--- config.mk ---
export PLATFORM = sky130hd
export DESIGN_NAME = ram_req_ctrl
export DESIGN_NICKNAME = d
export VERILOG_FILES = /design/src/rtl/ram_ctrl_pkg.sv /design/src/rtl/ram_req_fifo.sv /design/src/rtl/ram_req_ctrl.sv
export SDC_FILE = /design/constraint.sdc
export NUM_CORES = 1
export LEC_CHECK = 0
export CAP_MARGIN = 0
export CORE_MARGIN = 2
export CORE_UTILIZATION = 45
export DETAILED_ROUTE_END_ITERATION = 16
export PLACE_DENSITY = 0.67
export SLEW_MARGIN = 20
export SYNTH_ARGS = -nofsm -noshare
export SYNTH_HDL_FRONTEND = slang
export SYNTH_SLANG_ARGS = --single-unit
--- constraint.sdc ---
create_clock -name Clock -period 10.25 [get_ports Clock]
set_clock_uncertainty 0.2 [all_clocks]
set_input_delay 3.075 -clock Clock [delete_from_list [all_inputs] [get_ports Clock]]
set_output_delay 3.075 -clock Clock [all_outputs]
set_load 0.01 [all_outputs]
--- src/rtl/ram_ctrl_pkg.sv ---
// Shared types for the RAM request controller: default widths, FSM states
// and the request record held in the request FIFO.
package ram_ctrl_pkg;

  localparam int unsigned ADDR_W_DEF = 4;
  localparam int unsigned DATA_W_DEF = 32;

  typedef enum logic [1:0] {
    IDLE,
    ISSUE,
    CAPTURE,
    RESP
  } state_t;

  typedef struct packed {
    logic                  write;
    logic [ADDR_W_DEF-1:0] addr;
    logic [DATA_W_DEF-1:0] wdata;
  } req_t;

endpackage

--- src/rtl/ram_req_fifo.sv ---
// Circular synchronous FIFO of request records with wrap-bit pointers,
// asynchronous active-low reset on the pointers.
module ram_req_fifo
  import ram_ctrl_pkg::*;
#(
  parameter type         entry_t = req_t,
  parameter int unsigned DEPTH   = 4
) (
  input  logic                   Clock,
  input  logic                   Resetn,
  input  logic                   push,
  input  logic                   pop,
  input  entry_t                 wr_data,
  output entry_t                 rd_data,
  output logic                   full,
  output logic                   empty,
  output logic [$clog2(DEPTH):0] count
);

  localparam int unsigned PW = $clog2(DEPTH);
  localparam logic [PW:0] FULL_CNT = (PW+1)'(DEPTH);

  entry_t      mem [DEPTH];
  logic [PW:0] wr_ptr;
  logic [PW:0] rd_ptr;

  // Pointers carry one extra bit so full and empty stay distinguishable.
  assign count   = wr_ptr - rd_ptr;
  assign full    = (count == FULL_CNT);
  assign empty   = (count == '0);
  assign rd_data = mem[rd_ptr[PW-1:0]];

  always_ff @(posedge Clock) begin
    if (push && !full) begin
      mem[wr_ptr[PW-1:0]] <= wr_data;
    end
  end

  always_ff @(posedge Clock or negedge Resetn) begin
    if (!Resetn) begin
      wr_ptr <= '0;
      rd_ptr <= '0;
    end else begin
      if (push && !full) begin
        wr_ptr <= wr_ptr + 1'b1;
      end
      if (pop && !empty) begin
        rd_ptr <= rd_ptr + 1'b1;
      end
    end
  end

endmodule

--- src/rtl/ram_req_ctrl.sv ---
// Request-side controller for the 16x32 single-port RAM: queues requests,
// issues them one at a time and returns read data. Optional write acks via
// the RAM_REQ_CTRL_WRITE_ACK_EN macro.
module ram_req_ctrl
  import ram_ctrl_pkg::*;
#(
  parameter int unsigned ADDR_W     = ADDR_W_DEF,
  parameter int unsigned DATA_W     = DATA_W_DEF,
  parameter int unsigned FIFO_DEPTH = 4
) (
  input  logic              Clock,
  input  logic              Resetn,
  input  logic              req_valid,
  output logic              req_ready,
  input  logic              req_write,
  input  logic [ADDR_W-1:0] req_addr,
  input  logic [DATA_W-1:0] req_wdata,
  output logic              rsp_valid,
  input  logic              rsp_ready,
  output logic [ADDR_W-1:0] rsp_addr,
  output logic [DATA_W-1:0] rsp_rdata,
  output logic              rsp_is_write,
  output logic              ram_enable,
  output logic              ram_write_en,
  output logic [ADDR_W-1:0] ram_address,
  output logic [DATA_W-1:0] ram_data_in,
  input  logic [DATA_W-1:0] ram_data_out,
  input  logic              ram_valid_out,
  output logic              busy,
  output logic              err
);

  localparam int unsigned CW = $clog2(FIFO_DEPTH) + 1;

  // Local record sized by this instance's widths rather than package defaults.
  typedef struct packed {
    logic              write;
    logic [ADDR_W-1:0] addr;
    logic [DATA_W-1:0] wdata;
  } ctrl_req_t;

  ctrl_req_t   push_req;
  ctrl_req_t   head;
  logic        push;
  logic        pop;
  logic        fifo_full;
  logic        fifo_empty;
  logic [CW-1:0] fifo_count;
  state_t      state;

  assign push_req  = '{write: req_write, addr: req_addr, wdata: req_wdata};
  assign req_ready = !fifo_full;
  assign push      = req_valid && req_ready;
  assign pop       = (state == IDLE) && !fifo_empty;
  assign busy      = (fifo_count != '0) || (state != IDLE);

  ram_req_fifo #(
    .entry_t (ctrl_req_t),
    .DEPTH   (FIFO_DEPTH)
  ) u_fifo (
    .Clock   (Clock),
    .Resetn  (Resetn),
    .push    (push),
    .pop     (pop),
    .wr_data (push_req),
    .rd_data (head),
    .full    (fifo_full),
    .empty   (fifo_empty),
    .count   (fifo_count)
  );

`ifndef RAM_REQ_CTRL_WRITE_ACK_EN
  assign rsp_is_write = 1'b0;
`endif

  always_ff @(posedge Clock or negedge Resetn) begin
    if (!Resetn) begin
      state        <= IDLE;
      ram_enable   <= 1'b0;
      ram_write_en <= 1'b0;
      ram_address  <= '0;
      ram_data_in  <= '0;
      rsp_valid    <= 1'b0;
      rsp_addr     <= '0;
      rsp_rdata    <= '0;
      err          <= 1'b0;
`ifdef RAM_REQ_CTRL_WRITE_ACK_EN
      rsp_is_write <= 1'b0;
`endif
    end else begin
      case (state)
        IDLE: begin
          if (!fifo_empty) begin
            ram_enable   <= 1'b1;
            ram_write_en <= head.write;
            ram_address  <= head.addr;
            ram_data_in  <= head.wdata;
            state        <= ISSUE;
          end
        end
        ISSUE: begin
          ram_enable <= 1'b0;
          if (!ram_write_en) begin
            state <= CAPTURE;
          end else begin
`ifdef RAM_REQ_CTRL_WRITE_ACK_EN
            rsp_valid    <= 1'b1;
            rsp_is_write <= 1'b1;
            rsp_addr     <= ram_address;
            rsp_rdata    <= '0;
            state        <= RESP;
`else
            state <= IDLE;
`endif
          end
        end
        CAPTURE: begin
          rsp_rdata <= ram_data_out;
          rsp_addr  <= ram_address;
          rsp_valid <= 1'b1;
`ifdef RAM_REQ_CTRL_WRITE_ACK_EN
          rsp_is_write <= 1'b0;
`endif
          if (!ram_valid_out) begin
            err <= 1'b1;
          end
          state <= RESP;
        end
        RESP: begin
          if (rsp_ready) begin
            rsp_valid <= 1'b0;
            state     <= IDLE;
          end
        end
        default: state <= IDLE;
      endcase
    end
  end

endmodule

==> flow_summary.html <==
<table>
<tr><th>Metric</th><th>Value</th></tr>
<tr><th colspan="2">Status</th></tr>
<tr><td>Run status</td><td>completed</td></tr>
<tr><th colspan="2">Worst setup path</th></tr>
<tr><td>Cell count of the worst reg-to-reg path</td><td>6</td></tr>
<tr><td>Cells along the critical path</td><td>inv_1 -&gt; ha_1 -&gt; nor2b_1 -&gt; xnor2_2 -&gt; nor2_1 -&gt; nand2_1 -&gt; clkdlybuf4s50_1</td></tr>
<tr><td>Endpoint arrival time on the critical path</td><td>3.04 ns</td></tr>
<tr><td>Internal reg-to-reg setup slack</td><td>6.59 ns</td></tr>
<tr><td>Element type at the critical path end</td><td>primary output</td></tr>
<tr><td>Launching element type of the critical path</td><td>register</td></tr>
<tr><td>Worst endpoint required time</td><td>6.98 ns</td></tr>
<tr><td>Critical path type</td><td>reg2out</td></tr>
<tr><td>Maximum fanout along the worst path</td><td>40</td></tr>
<tr><td>Launching point of the worst reg2reg path</td><td>u_fifo.rd_ptr[1]$_DFFE_PN0P_</td></tr>
<tr><td>Cell type of the slowest stage on the worst timing path</td><td>sky130_fd_sc_hd__dfrtp_2</td></tr>
<tr><td>Crit-path max cell delay</td><td>1.02 ns</td></tr>
<tr><td>Critical R2R Capture</td><td>u_fifo.mem[0][2]$_DFFE_PP_</td></tr>
<tr><th colspan="2">Power</th></tr>
<tr><td>Worst vdd ir</td><td>0.000181 V</td></tr>
<tr><td>Static leakage power</td><td>4.06 nW</td></tr>
<tr><td>Power density of the placed cells</td><td>315 mW/mm2</td></tr>
<tr><th colspan="2">Logic synthesis</th></tr>
<tr><td>Primary flip-flop cell chosen by synthesis mapping</td><td>sky130_fd_sc_hd__edfxtp_1</td></tr>
<tr><td>Largest family of logic cells by synthesized area</td><td>multiplexers</td></tr>
<tr><td>Fraction of the mapped netlist area in compound gates</td><td>0.792%</td></tr>
<tr><td>Cell type with the highest aggregate area in the netlist</td><td>sky130_fd_sc_hd__edfxtp_1</td></tr>
<tr><td>Post-synthesis cell type count</td><td>30</td></tr>
<tr><td>Number of synthesized flops with an enable pin</td><td>148</td></tr>
<tr><td>Register area share after synthesis</td><td>75.4%</td></tr>
<tr><td>Synthesized flop and latch total</td><td>232</td></tr>
<tr><td>Dominant cells by area after synthesis</td><td>sky130_fd_sc_hd__edfxtp_1, sky130_fd_sc_hd__dfrtp_1, sky130_fd_sc_hd__mux4_2</td></tr>
<tr><td>Top post-synthesis cells by count</td><td>sky130_fd_sc_hd__edfxtp_1, sky130_fd_sc_hd__dfrtp_1, sky130_fd_sc_hd__mux2_2</td></tr>
<tr><td>Most numerous cell in the Yosys netlist</td><td>sky130_fd_sc_hd__edfxtp_1</td></tr>
<tr><td>Syn nets</td><td>487</td></tr>
<tr><td>Post-synthesis simple-gate area fraction</td><td>0.835%</td></tr>
<tr><td>Syn Std Cell Area</td><td>0.00869 mm2</td></tr>
<tr><td>Count of mapped cells out of synthesis</td><td>406</td></tr>
<tr><td>Xor-xnor portion of the synthesized cell area</td><td>0.691%</td></tr>
<tr><td>Adder and majority cell fraction of the synthesized area</td><td>1.01%</td></tr>
<tr><td>Post-synthesis async set-or-reset flop share</td><td>36.2%</td></tr>
<tr><td>Proportion of synthesized area in mux cells</td><td>19.7%</td></tr>
<tr><td>Post-synthesis average cell area</td><td>21.4 um2</td></tr>
<tr><td>Top cell type's share of synthesized area</td><td>51.2%</td></tr>
<tr><td>Number of warning messages in the yosys log</td><td>0</td></tr>
<tr><th colspan="2">Global routing</th></tr>
<tr><td>Wire length of the first global-routing pass</td><td>24,200 um</td></tr>
<tr><td>Via count of the first global-routing pass</td><td>4,569</td></tr>
<tr><td>Largest net degree at the start of global routing</td><td>58</td></tr>
<tr><td>Global-route usage over all layers</td><td>15.5%</td></tr>
<tr><td>Met1 Track Usage GR</td><td>20.9%</td></tr>
<tr><td>Number of antenna violations at the first check in global routing</td><td>0</td></tr>
<tr><td>Total congestion overflow</td><td>0</td></tr>
<tr><td>Global Route met3 Usage</td><td>3.19%</td></tr>
<tr><td>Met2 track demand over resource</td><td>26.0%</td></tr>
<tr><td>Layer with the highest usage after global routing</td><td>met2</td></tr>
<tr><th colspan="2">Worst hold path</th></tr>
<tr><td>Capture endpoint of the worst hold path</td><td>err$_DFFE_PN0P_</td></tr>
<tr><td>Class of the tightest hold or removal check</td><td>reg2reg</td></tr>
<tr><td>Startpoint of the tightest hold check path</td><td>err$_DFFE_PN0P_</td></tr>
<tr><td>WHS Path Cells</td><td>1</td></tr>
<tr><th colspan="2">Clocking</th></tr>
<tr><td>TritonCTS clock tree</td><td>done</td></tr>
<tr><td>Clock Latency Late Sink</td><td>0.50 ns</td></tr>
<tr><td>Count of hold-fix buffers inserted at cts</td><td>0</td></tr>
<tr><td>Clock transition at the registers of the reported paths</td><td>0.06 ns</td></tr>
<tr><td>Clock H-tree levels</td><td>1</td></tr>
<tr><td>Clk sink count</td><td>232</td></tr>
<tr><td>Cells resized by post-CTS repair</td><td>0</td></tr>
<tr><td>Root buf cell</td><td>sky130_fd_sc_hd__clkbuf_16</td></tr>
<tr><td>Total clock buffers created by CTS</td><td>24</td></tr>
<tr><td>Number of buffers inserted to repair setup after CTS</td><td>0</td></tr>
<tr><td>Number of buffers on the longest clock path</td><td>3</td></tr>
<tr><th colspan="2">Route</th></tr>
<tr><td>Post-route DRC violation count</td><td>0</td></tr>
<tr><td>Starting DRC count in detailed routing</td><td>243</td></tr>
<tr><td>Routed length per placed instance</td><td>18.5 um</td></tr>
<tr><td>Vias per cell</td><td>4.98</td></tr>
<tr><td>Final WL</td><td>15,600 um</td></tr>
<tr><td>Number of detailed-routing iterations run before antenna repair</td><td>4</td></tr>
<tr><td>Remaining number of nets flagged by the antenna check after routing</td><td>0</td></tr>
<tr><td>Number of vias in the routed layout</td><td>4,218</td></tr>
<tr><th colspan="2">Floorplanning</th></tr>
<tr><td>Number of cell rows</td><td>50</td></tr>
<tr><td>Boundary Pins</td><td>153</td></tr>
<tr><td>Die area</td><td>0.0204 mm2</td></tr>
<tr><td>Overall die width</td><td>143 um</td></tr>
<tr><td>Vertical die dimension</td><td>143 um</td></tr>
<tr><td>Area of the core</td><td>0.0188 mm2</td></tr>
<tr><td>Starting density of the core</td><td>46.1%</td></tr>
<tr><th colspan="2">Final layout</th></tr>
<tr><td>Summed area of non-filler cells in the final layout</td><td>0.0112 mm2</td></tr>
<tr><td>Final net count</td><td>650</td></tr>
<tr><td>Share of cells above drive strength 1</td><td>27.1%</td></tr>
<tr><td>Layout overhead on the synthesized area</td><td>29.0%</td></tr>
<tr><td>Number of antenna repair diodes</td><td>0</td></tr>
<tr><td>Final standard cell utilization of the core</td><td>59.5%</td></tr>
<tr><th colspan="2">STA</th></tr>
<tr><td>Accumulated negative setup slack</td><td>0 ns</td></tr>
<tr><td>Finish-stage setup viols</td><td>0</td></tr>
<tr><td>Number of max-slew violations in the final report</td><td>0</td></tr>
<tr><td>Top achievable clock speed</td><td>0.158 GHz</td></tr>
<tr><td>Fin crit share</td><td>61.7%</td></tr>
<tr><td>Setup repair after global routing missed its margin</td><td>no</td></tr>
<tr><td>PnR worst setup slack</td><td>3.93 ns</td></tr>
<tr><td>Tightest slew margin relative to the limit</td><td>31.5%</td></tr>
<tr><td>Slew at the pin with the worst max-slew slack</td><td>1.03 ns</td></tr>
<tr><td>Final hold vios</td><td>0</td></tr>
<tr><td>Minimum clock period after layout</td><td>6.32 ns</td></tr>
<tr><th colspan="2">Flow run</th></tr>
<tr><td>Max-cap violation count</td><td>0</td></tr>
<tr><th colspan="2">Placement</th></tr>
<tr><td>Half-perimeter wire length after placement</td><td>9750 um</td></tr>
<tr><td>Cell area reported after detailed placement</td><td>0.0105 mm2</td></tr>
<tr><td>Post-Place Setup Slack</td><td>4.41 ns</td></tr>
<tr><td>Final estimated routing congestion in global placement</td><td>0.710</td></tr>
<tr><td>Port bufs</td><td>151</td></tr>
</table>
-- routing by layer --
layer  up-vias  share of wire [%]
met4         0               0.74
met3        12                6.1
met1      2137                 44
li1       1912                  -
met2       157                 49
met5         -                  0
-- where the power goes --
group          internal (mW)  switching [mW]  total (mW)
clock                  0.463           0.325       0.789
combinational          0.724           0.482        1.21
sequential              1.33           0.197        1.53
total                   2.52            1.00        3.53
-- critical path, delay by kind of cell, from the launching register on --
family | cells | cell delay, ns
XOR/XNOR | 1 | 0.25
flip-flops | 1 | 1.02
buffers and inverters | 2 | 0.68
AND/OR/NAND/NOR | 3 | 0.38
adder cells (fa/ha/maj) | 1 | 0.23
-- through the flow --
stage          hold slack, ns  total power [mW]  cells
6_report                0.255              3.53    847
3_3_place_gp            0.241              2.74    803
4_1_cts                 0.258              3.59    847
3_5_place_dp            0.244              2.78    803
5_1_grt                 0.270              3.72    847
2_1_floorplan           0.262              2.24    406
-- flip-flops by register name, summed over array words and instances, names as in the netlist, 3 cells and up, named ones only --
register       flops
ram_data_in       32
rsp_addr           4
u_fifo.mem       148
u_fifo.rd_ptr      3
rsp_rdata         32
u_fifo.wr_ptr      3
ram_address        4
-- final cells by class --
class                           instances  area [um2]
Fill cell                            1370        7630
Clock buffer                           36         687
Inverter                                6        22.5
Sequential cell                       232        6550
Multi-Input combinational cell        151        2040
Timing Repair Buffer                  154        1530
Tap cell                              260         325
Clock inverter                          8        42.5
-- cell families (layout without fill, tap and decap cells) --
family                     count (synthesis)  in the layout
DFF                                      232            232
muxes                                    112            112
buffers and inverters                     23            204
and+or+nand+nor                           15             15
AOI/OAI and AO/OA                         10             10
adders and majority gates                  7              7
xor gates and xnor gates                   6              6
other                                      1              1
-- worst max-delay path by stage --
stage	start	endpoint	slack, ns
floorplan	req_valid	u_fifo.mem[3][0]$_DFFE_PP_	4.51
global placement	u_fifo.rd_ptr[1]$_DFFE_PN0P_	busy	4.45
detailed placement	u_fifo.rd_ptr[1]$_DFFE_PN0P_	busy	4.41
CTS	u_fifo.rd_ptr[1]$_DFFE_PN0P_	busy	3.86
global route	u_fifo.rd_ptr[1]$_DFFE_PN0P_	busy	3.73
finish	u_fifo.rd_ptr[1]$_DFFE_PN0P_	busy	3.93
-- layout by cell type (no fill, tap or decap), drive strengths merged --
master	n
xnor2	5
conb	1
mux4	37
o21ai	3
nand2b	1
clkdlybuf4s50	150
a31oi	2
o211ai	1
edfxtp	148
nand2	6
and2	3
a21boi	1
inv	7
a21o	2
nor2b	2
nand3	1
buf	4
mux2	75
clkbuf	36
clkinv	7
o21bai	1
dfrtp	84
xor2	1
nor2	2
ha	7
Power figures use the tool's default switching activity.
